$ cat config.mk
export PLATFORM = sky130hd
export DESIGN_NAME = coin_sprite_scheduler
export DESIGN_NICKNAME = d
export VERILOG_FILES = /design/src/rtl/coin_sprite_scheduler.sv
export SDC_FILE = /design/constraint.sdc
export NUM_CORES = 1
export LEC_CHECK = 0
export CORE_MARGIN = 10
export CORE_UTILIZATION = 60
export DETAILED_ROUTE_END_ITERATION = 6
export GPL_TIMING_DRIVEN = 1
export PLACE_DENSITY_LB_ADDON = 0.15
export SYNTH_ARGS = -nofsm -noshare
export SYNTH_HDL_FRONTEND = slang
export SYNTH_SLANG_ARGS = --single-unit
$ cat constraint.sdc
create_clock -name pixel_clk_in -period 7.05 [get_ports pixel_clk_in]
set_input_delay 1.41 -clock pixel_clk_in [delete_from_list [all_inputs] [get_ports pixel_clk_in]]
set_output_delay 1.41 -clock pixel_clk_in [all_outputs]
set_load 0.005 [all_outputs]
$ cat src/rtl/coin_sprite_scheduler.sv
// coin_sprite_scheduler
//   Shares one coin sprite ROM among NUM_COINS on-screen coins. Each pixel
//   clock it finds the lowest-index visible coin covering (hcount, vcount)
//   and emits the registered ROM address (frame, row, col), in_sprite and the
//   coin index. Each coin also runs an OFF / SPIN / POP lifecycle, stepped
//   once per video frame.
// Ports
//   pixel_clk_in, rst_n_in     : clock, async active-low reset
//   hcount_in, vcount_in       : current pixel position
//   cfg_*                      : shadow position/enable write for one coin
//   collect_valid_in/idx_in    : collect event from game logic
//   image_addr_out             : frame*SPR_W*SPR_W + row*SPR_W + col
//   in_sprite_out, hit_idx_out : coverage result (1-cycle latency)
//   active_count_out           : coins in SPIN or POP
//   collected_pulse_out        : one-cycle pulse per accepted collect
module coin_sprite_scheduler #(
  parameter int NUM_COINS  = 8,
  parameter int SPR_W      = 16,
  parameter int NUM_FRAMES = 4,
  parameter int ANIM_DIV   = 8,
  parameter int POP_FRAMES = 16,
  localparam int CW        = $clog2(NUM_COINS)
) (
  input  logic          pixel_clk_in,
  input  logic          rst_n_in,
  input  logic [10:0]   hcount_in,
  input  logic [9:0]    vcount_in,
  input  logic          cfg_valid_in,
  input  logic [CW-1:0] cfg_idx_in,
  input  logic [10:0]   cfg_x_in,
  input  logic [9:0]    cfg_y_in,
  input  logic          cfg_en_in,
  input  logic          collect_valid_in,
  input  logic [CW-1:0] collect_idx_in,
  output logic [9:0]    image_addr_out,
  output logic          in_sprite_out,
  output logic [CW-1:0] hit_idx_out,
  output logic [CW:0]   active_count_out,
  output logic          collected_pulse_out
);

  localparam int DW = (ANIM_DIV   > 1) ? $clog2(ANIM_DIV)   : 1;
  localparam int FW = (NUM_FRAMES > 1) ? $clog2(NUM_FRAMES) : 1;
  localparam int PW = (POP_FRAMES > 1) ? $clog2(POP_FRAMES) : 1;

  typedef enum logic [1:0] {
    S_OFF  = 2'd0,
    S_SPIN = 2'd1,
    S_POP  = 2'd2
  } coin_state_t;

  logic          tick_q, tick_d;
  logic [DW-1:0] div_q, div_d;
  logic [FW-1:0] anim_q, anim_d;

  logic [10:0]   sh_x_q  [NUM_COINS];
  logic [10:0]   sh_x_d  [NUM_COINS];
  logic [9:0]    sh_y_q  [NUM_COINS];
  logic [9:0]    sh_y_d  [NUM_COINS];
  logic          sh_en_q [NUM_COINS];
  logic          sh_en_d [NUM_COINS];

  logic [10:0]   x_q     [NUM_COINS];
  logic [10:0]   x_d     [NUM_COINS];
  logic [9:0]    y_q     [NUM_COINS];
  logic [9:0]    y_d     [NUM_COINS];
  coin_state_t   state_q [NUM_COINS];
  coin_state_t   state_d [NUM_COINS];
  logic          pend_q  [NUM_COINS];
  logic          pend_d  [NUM_COINS];
  logic [PW-1:0] pop_q   [NUM_COINS];
  logic [PW-1:0] pop_d   [NUM_COINS];
  logic [PW-1:0] yoff_q  [NUM_COINS];
  logic [PW-1:0] yoff_d  [NUM_COINS];

  logic [9:0]    addr_q, addr_d;
  logic          insp_q, insp_d;
  logic [CW-1:0] hit_q, hit_d;
  logic [CW:0]   cnt_q, cnt_d;
  logic          pulse_q, pulse_d;
  logic          accept;

  // Lifecycle, shadow config and animation counters
  always_comb begin
    tick_d  = (hcount_in == 11'd0) && (vcount_in == 10'd0);
    div_d   = div_q;
    anim_d  = anim_q;
    sh_x_d  = sh_x_q;
    sh_y_d  = sh_y_q;
    sh_en_d = sh_en_q;
    x_d     = x_q;
    y_d     = y_q;
    state_d = state_q;
    pend_d  = pend_q;
    pop_d   = pop_q;
    yoff_d  = yoff_q;
    cnt_d   = cnt_q;

    accept  = collect_valid_in && (state_q[collect_idx_in] == S_SPIN) &&
              !pend_q[collect_idx_in];
    pulse_d = accept;

    if (cfg_valid_in) begin
      sh_x_d[cfg_idx_in]  = cfg_x_in;
      sh_y_d[cfg_idx_in]  = cfg_y_in;
      sh_en_d[cfg_idx_in] = cfg_en_in;
    end
    if (accept) pend_d[collect_idx_in] = 1'b1;

    if (tick_q) begin
      if (div_q == DW'(ANIM_DIV - 1)) begin
        div_d  = '0;
        anim_d = (anim_q == FW'(NUM_FRAMES - 1)) ? '0 : anim_q + FW'(1);
      end else begin
        div_d  = div_q + DW'(1);
      end

      cnt_d = '0;
      for (int unsigned i = 0; i < NUM_COINS; i++) begin
        x_d[i] = sh_x_q[i];
        y_d[i] = sh_y_q[i];
        case (state_q[i])
          S_OFF: begin
            if (sh_en_q[i]) state_d[i] = S_SPIN;
          end
          S_SPIN: begin
            // A disable outranks a pending collect; either exit drops pending,
            // including one accepted in this very cycle.
            if (!sh_en_q[i]) begin
              state_d[i] = S_OFF;
              pend_d[i]  = 1'b0;
            end else if (pend_q[i]) begin
              state_d[i] = S_POP;
              pend_d[i]  = 1'b0;
              pop_d[i]   = PW'(POP_FRAMES - 1);
              yoff_d[i]  = '0;
            end
          end
          S_POP: begin
            if (pop_q[i] == '0) begin
              state_d[i] = S_OFF;
              if (!(cfg_valid_in && (cfg_idx_in == CW'(i)))) sh_en_d[i] = 1'b0;
            end else begin
              pop_d[i]  = pop_q[i] - PW'(1);
              yoff_d[i] = yoff_q[i] + PW'(1);
            end
          end
          default: state_d[i] = S_OFF;
        endcase
        if (state_d[i] != S_OFF) cnt_d = cnt_d + (CW+1)'(1);
      end
    end
  end

  // Per-pixel hit test, lowest index wins
  logic [11:0]  hx, xl;
  logic [10:0]  vy, top;
  int unsigned  frm;
  logic         found;

  always_comb begin
    addr_d = '0;
    insp_d = 1'b0;
    hit_d  = '0;
    found  = 1'b0;
    hx     = {1'b0, hcount_in};
    vy     = {1'b0, vcount_in};
    xl     = '0;
    top    = '0;
    frm    = 0;
    for (int unsigned i = 0; i < NUM_COINS; i++) begin
      xl  = {1'b0, x_q[i]};
      // Rising coin is clamped at the top of the screen.
      top = (32'(yoff_q[i]) > 32'(y_q[i])) ? '0 : {1'b0, y_q[i] - 10'(yoff_q[i])};
      frm = (state_q[i] == S_POP) ? 0 : (32'(anim_q) + i) % NUM_FRAMES;
      if (!found && (state_q[i] != S_OFF) &&
          (hx >= xl) && (hx < xl + 12'(SPR_W)) &&
          (vy >= top) && (vy < top + 11'(SPR_W))) begin
        found  = 1'b1;
        insp_d = 1'b1;
        hit_d  = CW'(i);
        addr_d = 10'(frm * SPR_W * SPR_W + 32'(vy - top) * SPR_W + 32'(hx - xl));
      end
    end
  end

  always_ff @(posedge pixel_clk_in or negedge rst_n_in) begin
    if (!rst_n_in) begin
      tick_q  <= 1'b0;
      div_q   <= '0;
      anim_q  <= '0;
      sh_x_q  <= '{default: '0};
      sh_y_q  <= '{default: '0};
      sh_en_q <= '{default: 1'b0};
      x_q     <= '{default: '0};
      y_q     <= '{default: '0};
      state_q <= '{default: S_OFF};
      pend_q  <= '{default: 1'b0};
      pop_q   <= '{default: '0};
      yoff_q  <= '{default: '0};
      addr_q  <= '0;
      insp_q  <= 1'b0;
      hit_q   <= '0;
      cnt_q   <= '0;
      pulse_q <= 1'b0;
    end else begin
      tick_q  <= tick_d;
      div_q   <= div_d;
      anim_q  <= anim_d;
      sh_x_q  <= sh_x_d;
      sh_y_q  <= sh_y_d;
      sh_en_q <= sh_en_d;
      x_q     <= x_d;
      y_q     <= y_d;
      state_q <= state_d;
      pend_q  <= pend_d;
      pop_q   <= pop_d;
      yoff_q  <= yoff_d;
      addr_q  <= addr_d;
      insp_q  <= insp_d;
      hit_q   <= hit_d;
      cnt_q   <= cnt_d;
      pulse_q <= pulse_d;
    end
  end

  assign image_addr_out      = addr_q;
  assign in_sprite_out       = insp_q;
  assign hit_idx_out         = hit_q;
  assign active_count_out    = cnt_q;
  assign collected_pulse_out = pulse_q;

endmodule

==> metrics.csv, run 1 <==
stage,metric,value,unit
detailed_routing,routed length on met3,5450,um
timing,fin crit period,6.22,ns
final_layout,area occupied by multi-input gates,0.0217,mm^2
grt,total track usage,0.294,
detailed_routing,routed wl met2,44600,um
placement,DP Wirelength,76900,um
detailed_routing,DRC errors left,0,
cts,Clock Path Buffers,3,
setup_path,CP Capture Type,flip-flop,
detailed_routing,met1 WL,45900,um
timing,Fin. Hold Viols,0,
synth,Synth area leader,dfrtp_1,
final_layout,layout cells sized above 1,0.116,
cts,clk slew on worst S/H paths,0.07,ns
synth,Synthesis Warnings,0,
cts,Setup Buffers After CTS,0,
grt,GRT overflow,0,
placement,RePlAce Congestion,0.976,
synth,ys async rst share,1.00,
setup_path,Setup Crit Path Kind,flip-flop to flip-flop,
synth,post-synth top area share,0.330,
final_layout,fill cell count,4603,
timing,setup violators final,0,
final_layout,Non-Filler Instances,4427,
synth,Mapped Nets,4152,
run,max-capacitance violation count,0,
timing,setup TNS,0,ns
grt,first-pass GRT wire length,156000,um
die,Rows,88,
detailed_routing,Pre-antenna DRT Iters,5,
cts,CTS buffer count,51,
final_layout,diode count,0,
setup_path,crit start category,flip-flop,
detailed_routing,DRT iter0 DRCs,2147,
grt,number of global-route vias before repair,26930,
min_path,Tightest Hold Check Type,flip-flop to flip-flop,
synth,synthesized area,0.0347,mm^2
cts,Resize count post-CTS,0,
timing,RSZ-0062 raised after global routing,no,
timing,Worst Skew,0.0314,ns
synth,synthesized flop and latch total,457,
synth,sequential cell area fraction in the yosys report,0.330,
setup_path,worst endpoint required time,7.56,ns
outcome,status,finished clean,
final_layout,Final Net Count,4228,
power,static leakage,17.0,nW
setup_path,CP Data Arrival Time,6.73,ns
placement,dpl cells,4333,
synth,Mapped Cells,3545,
detailed_routing,drt via density,6.11,
die,initial core utilization,0.603,
placement,input/output buffers,71,
synth,Main synth FF type,dfrtp_1,
grt,initial antenna violation count,1,
timing,f_max,0.161,GHz
timing,Final Max Slew Viols,0,
detailed_routing,via count,27058,
final_layout,area grow syn2layout,9.75,%
cts,Clock Tree Root,clkbuf_16,
timing,worst slew pin tran,1.08,ns
detailed_routing,top routing layer in use,met4,
synth,Syn Area/Cell,9.78,um^2
synth,Area contributors post-synth,"dfrtp_1 (33%), ha_1 (17%), mux2_2 (8.5%)",
timing,Worst slew margin,0.271,
timing,worst hold slack,0.453,ns
grt,pin count of the biggest net entering global routing,159,
timing,final period utilization,0.882,
power,PwrDens,189,mW/mm^2
power,Worst VDD drop,0.217,mV
die,Die W,260,um
synth,top-count cell post-synth,ha_1,
synth,most common library cells after synthesis,"ha_1 (458), dfrtp_1 (457), inv_1 (322)",
detailed_routing,routed length per instance,22.5,um
die,Die ar.,0.0678,mm^2
die,I/O Pins,72,
cts,"Hold-fix buffers, CTS",0,
cts,CTS H-Tree Depth,2,
cts,CTS tree,built,
final_layout,sequential cell area,0.0114,mm^2
final_layout,final core utilization,0.662,
die,Die Y,260,um
die,Core Box Area,0.0575,mm^2
setup_path,CP Max Fanout,11,
cts,Clock Sinks,457,
detailed_routing,Routed Antenna Nets,0,
detailed_routing,Detailed Route WL,99600,um
synth,number of synthesized flops with an enable pin,0,
synth,Netlist cell types,89,
cts,Clock Latency Late Sink,0.62,ns
-- worst max-delay path: stages (launching register included) --
cell	delay, ns
dfrtp_1	0.42
ha_1	0.19
inv_1	0.05
fa_1	0.41
a21o_1	0.21
a21oi_1	0.29
nor4b_1	0.57
nand2_1	0.20
o21ai_0	0.21
inv_1	0.13
ha_1	0.24
xor2_1	0.17
ha_1	0.33
a21o_1	0.19
a211oi_1	0.22
a31oi_1	0.11
nor2_1	0.21
o2111ai_1	0.27
or3b_2	0.57
nor2_1	0.61
nor2_1	0.20
a221oi_1	0.33
-- state kept, by name, summed over array words and instances, names as in the netlist, 4 cells and up --
name,count
y_q,80
sh_y_q,80
yoff_q,32
sh_en_q,8
pend_q,8
x_q,88
active_count_out,4
image_addr_out,10
sh_x_q,88
state_q,16
pop_q,32
-- routing by layer --
metal / GRT usage / up-vias
met5: 0 / -
met4: 0.105 / 0
met3: 0.0366 / 166
met2: 0.460 / 775
met1: 0.414 / 13429
li1: - / 12688
-- placed cells by master, fill, tap and decap left out, drive strengths merged, types with 14 or more instances in the layout --
cell           Yosys  layout
o21bai            25      25
fa                96      96
a2111oi           16      16
a211oi            26      26
or4               15      15
clkdlybuf4s50      0      68
nand4             33      33
buf               12      42
nand2            284     284
o21ai            242     242
o211ai            19      19
and3              20      20
xor2              67      67
a21oi            178     178
inv              322     325
or2               14      14
nor2             202     202
dfrtp            457     457
nor3              72      72
nand2b            42      42
a31oi             29      29
mux2i             30      30
mux2             262     262
ha               458     458
xnor2            145     145
a21o              49      49
nor4              18      18
clkbuf            75      70
o22ai             15      15
or3               17      17
nand3             81      81
nor2b             33      33
o21a              35      35
-- cells by family (layout without fill, tap and decap cells) --
logic type                 Yosys count  after routing  share of synthesized area
and+or+nand+nor                    875            875                      0.121
AOI/OAI and AO/OA                  743            743                      0.134
adders and majority gates          554            554                      0.221
DFF                                457            457                      0.330
buffers and inverters              409            526                     0.0446
muxes                              294            294                     0.0950
xor gates and xnor gates           213            213                     0.0542
-- path summary, 6_finish.rpt --
kind / start / to / slack [ns] / depth (start not counted)
setup / recovery: yoff_q[4]$_DFFE_PN0P_ / image_addr_out[2]$_DFF_PN0_ / 0.83 / 21
hold / removal: sh_x_q[53]$_DFFE_PN0P_ / x_q[53]$_DFFE_PN0P_ / 0.45 / 2
setup reg to reg: yoff_q[4]$_DFFE_PN0P_ / image_addr_out[2]$_DFF_PN0_ / 0.83 / 21
hold reg to reg: sh_x_q[53]$_DFFE_PN0P_ / x_q[53]$_DFFE_PN0P_ / 0.45 / 2
max in group asynchronous: rst_n_in / y_q[62]$_DFFE_PN0P_ / 4.66 / 2
min in group asynchronous: rst_n_in / sh_x_q[3]$_DFFE_PN0P_ / 0.85 / 1
-- power breakdown --
group          switching, mW  leakage (nW)  total (mW)  internal (mW)
combinational          0.825          10.2        1.49          0.666
sequential             0.114          6.04        2.96           2.84
clock                   1.15         0.833        2.76           1.61
-- through the flow --
stage	worst slack, ns	total power, mW	instance area (um^2)
after floorplan	2.13	3.98	34700
after global placement	1.12	4.42	36400
after detailed placement	0.991	4.48	36400
after CTS	0.955	7.25	38100
after global routing	0.293	7.55	38100
final	0.832	7.21	38100
-- layout make-up --
type | instances | area share
clock buffers | 70 | 0.0375
clock inverters | 24 | 0.00756
inverters | 322 | 0.0318
multi-input cells | 2679 | 0.571
flip-flops and latches | 457 | 0.301
well taps | 765 | 0.0251
repair buffers | 110 | 0.0269
Power figures use the tool's default switching activity.
==> run 2: changes to the inputs <==
--- a/config.mk
+++ b/config.mk
@@ -5,6 +5,7 @@
 export SDC_FILE = /design/constraint.sdc
 export NUM_CORES = 1
 export LEC_CHECK = 0
+export CORE_ASPECT_RATIO = 0.9
 export CORE_MARGIN = 10
 export CORE_UTILIZATION = 60
 export DETAILED_ROUTE_END_ITERATION = 6
==> metrics.csv, run 2 (synthesis results as in run 1) <==
stage,metric,value,unit
grt,GR Layer Usage met2,0.457,
detailed_routing,routed length per instance,22.4,um
detailed_routing,Detailed Route WL,99300,um
die,Rows,83,
power,Worst VDD drop,0.259,mV
timing,Fin. Hold Viols,0,
setup_path,reg2reg start,yoff_q[4]$_DFFE_PN0P_,
detailed_routing,Pre-antenna DRT Iters,5,
min_path,hold path endpoint,y_q[70]$_DFFE_PN0P_,
setup_path,crit start category,flip-flop,
timing,Worst slew margin,0.247,
cts,"Hold-fix buffers, CTS",0,
final_layout,biggest regs,"sh_x_q (88), x_q (88)",
cts,Clock Latency Late Sink,0.62,ns
placement,DP Area,0.0364,mm^2
setup_path,Setup Crit Path Kind,flip-flop to flip-flop,
timing,worst slew pin tran,1.13,ns
detailed_routing,DRT iter0 DRCs,2323,
grt,grt peak-use layer,met2,
die,Core Box Area,0.0571,mm^2
setup_path,CP Capture Type,flip-flop,
placement,RePlAce Congestion,0.953,
detailed_routing,via count,27191,
cts,Resize count post-CTS,0,
min_path,Worst Hold Depth,2,
timing,f_max,0.157,GHz
setup_path,CP Max Fanout,11,
placement,input/output buffers,71,
run,max-capacitance violation count,0,
timing,Final Max Slew Viols,0,
outcome,status,finished clean,
timing,final worst setup slack,0.679,ns
timing,final period utilization,0.904,
timing,fin crit period,6.37,ns
cts,Clock Sinks,457,
min_path,Tightest Hold Check Type,flip-flop to flip-flop,
cts,Setup Buffers After CTS,0,
final_layout,layout cells sized above 1,0.117,
cts,Clock Path Buffers,3,
grt,total track usage,0.293,
final_layout,final core utilization,0.668,
setup_path,worst endpoint required time,7.55,ns
final_layout,"commonest non-fill, non-tap cell in the layout",ha_1,
grt,initial antenna violation count,0,
timing,RSZ-0062 raised after global routing,no,
grt,pin count of the biggest net entering global routing,161,
final_layout,area grow syn2layout,9.93,%
die,I/O Pins,72,
placement,pre-CTS WS,0.894,ns
timing,worst hold slack,0.473,ns
min_path,HP Start,sh_y_q[70]$_DFFE_PN0P_,
final_layout,cell area after layout,0.0381,mm^2
final_layout,Final Net Count,4230,
final_layout,most frequent cells in the layout,"ha_1 (458), dfrtp_1 (456), inv_1 (322), nand2_1 (284), mux2_2 (262)",
grt,GRT overflow,0,
setup_path,flop-to-flop setup slack,0.68,ns
cts,Clock Tree Root,clkbuf_16,
die,Die Y,248,um
grt,number of global-route vias before repair,27202,
detailed_routing,Routed Antenna Nets,0,
cts,clk slew on worst S/H paths,0.06,ns
grt,first-pass GRT wire length,156000,um
power,static leakage,17.1,nW
setup_path,CP Data Arrival Time,6.87,ns
power,PwrDens,189,mW/mm^2
die,Die ar.,0.0678,mm^2
detailed_routing,drt via density,6.14,
die,initial core utilization,0.607,
final_layout,Non-Filler Instances,4428,
setup_path,Worst Reg-to-Reg Cells,21,
setup_path,FF-to-FF End,image_addr_out[2]$_DFF_PN0_,
detailed_routing,DRC errors left,0,
cts,CTS tree,built,
placement,DP Wirelength,76300,um
cts,CTS buffer count,50,
grt,grt met3 use,0.0427,
timing,setup TNS,0,ns
placement,dpl cells,4336,
timing,Worst Skew,0.0286,ns
die,Die W,273,um
grt,met1 Track Usage GR,0.416,
cts,CTS H-Tree Depth,2,
timing,setup violators final,0,
power,Tot Pwr,7.21,mW
[run 2: changes by cell type in the layout (fill, tap and decap cells not counted), sizes merged]
| cell | change |
|---|---|
| buf | +3 |
| clkbuf | -4 |
| clkinv | +4 |
| clkinvlp | -1 |
| diode | +1 |
| inv | -2 |
[run 2: final cells by class]
type                            instances  area, um^2
Timing Repair Buffer                  113        1080
Inverter                              322        1210
Antenna cell                            1        2.50
Clock inverter                         25         325
Multi-Input combinational cell       2679       21700
Tap cell                              765         957
Fill cell                            4525       19000
Clock buffer                           66        1390
Sequential cell                       457       11400
[run 2: power breakdown]
part / internal (mW) / switching, mW / leakage, nW / total (mW)
Sequential: 2.84 / 0.116 / 6.04 / 2.96
Combinational: 0.672 / 0.829 / 10.2 / 1.50
Clock: 1.59 / 1.16 / 0.833 / 2.75
Total: 5.10 / 2.11 / 17.1 / 7.21
[run 2: worst max-delay path, stage by stage, from the launching register on]
cell and delay [ns]:
dfrtp_1 0.43, ha_1 0.20, inv_1 0.07, fa_1 0.42, a21o_1 0.22, a21oi_1 0.32
nor4b_1 0.61, nand2_1 0.21, o21ai_0 0.21, inv_1 0.12, ha_1 0.24, xor2_1 0.17
ha_1 0.33, a21o_1 0.19, a211oi_1 0.25, a31oi_1 0.13, nor2_1 0.24, o2111ai_1 0.24
or3b_2 0.57, nor2_1 0.57, nor2_1 0.20, a221oi_1 0.33
[run 2: how the worst max path moves through the flow]
stage | from | end
after CTS | yoff_q[4]$_DFFE_PN0P_ | image_addr_out[2]$_DFF_PN0_
after floorplan | y_q[50]$_DFFE_PN0P_ | image_addr_out[8]$_DFF_PN0_
final | yoff_q[4]$_DFFE_PN0P_ | image_addr_out[2]$_DFF_PN0_
after global placement | vcount_in[0] | image_addr_out[8]$_DFF_PN0_
after global routing | yoff_q[4]$_DFFE_PN0P_ | image_addr_out[2]$_DFF_PN0_
after detailed placement | yoff_q[4]$_DFFE_PN0P_ | image_addr_out[2]$_DFF_PN0_
[run 2: routing by layer]
metal	share of wire	wire [um]	up-vias
met2	0.44	43800	800
li1	-	-	12699
met3	0.060	5960	159
met5	0	0	-
met1	0.47	46300	13533
met4	0.033	3250	0
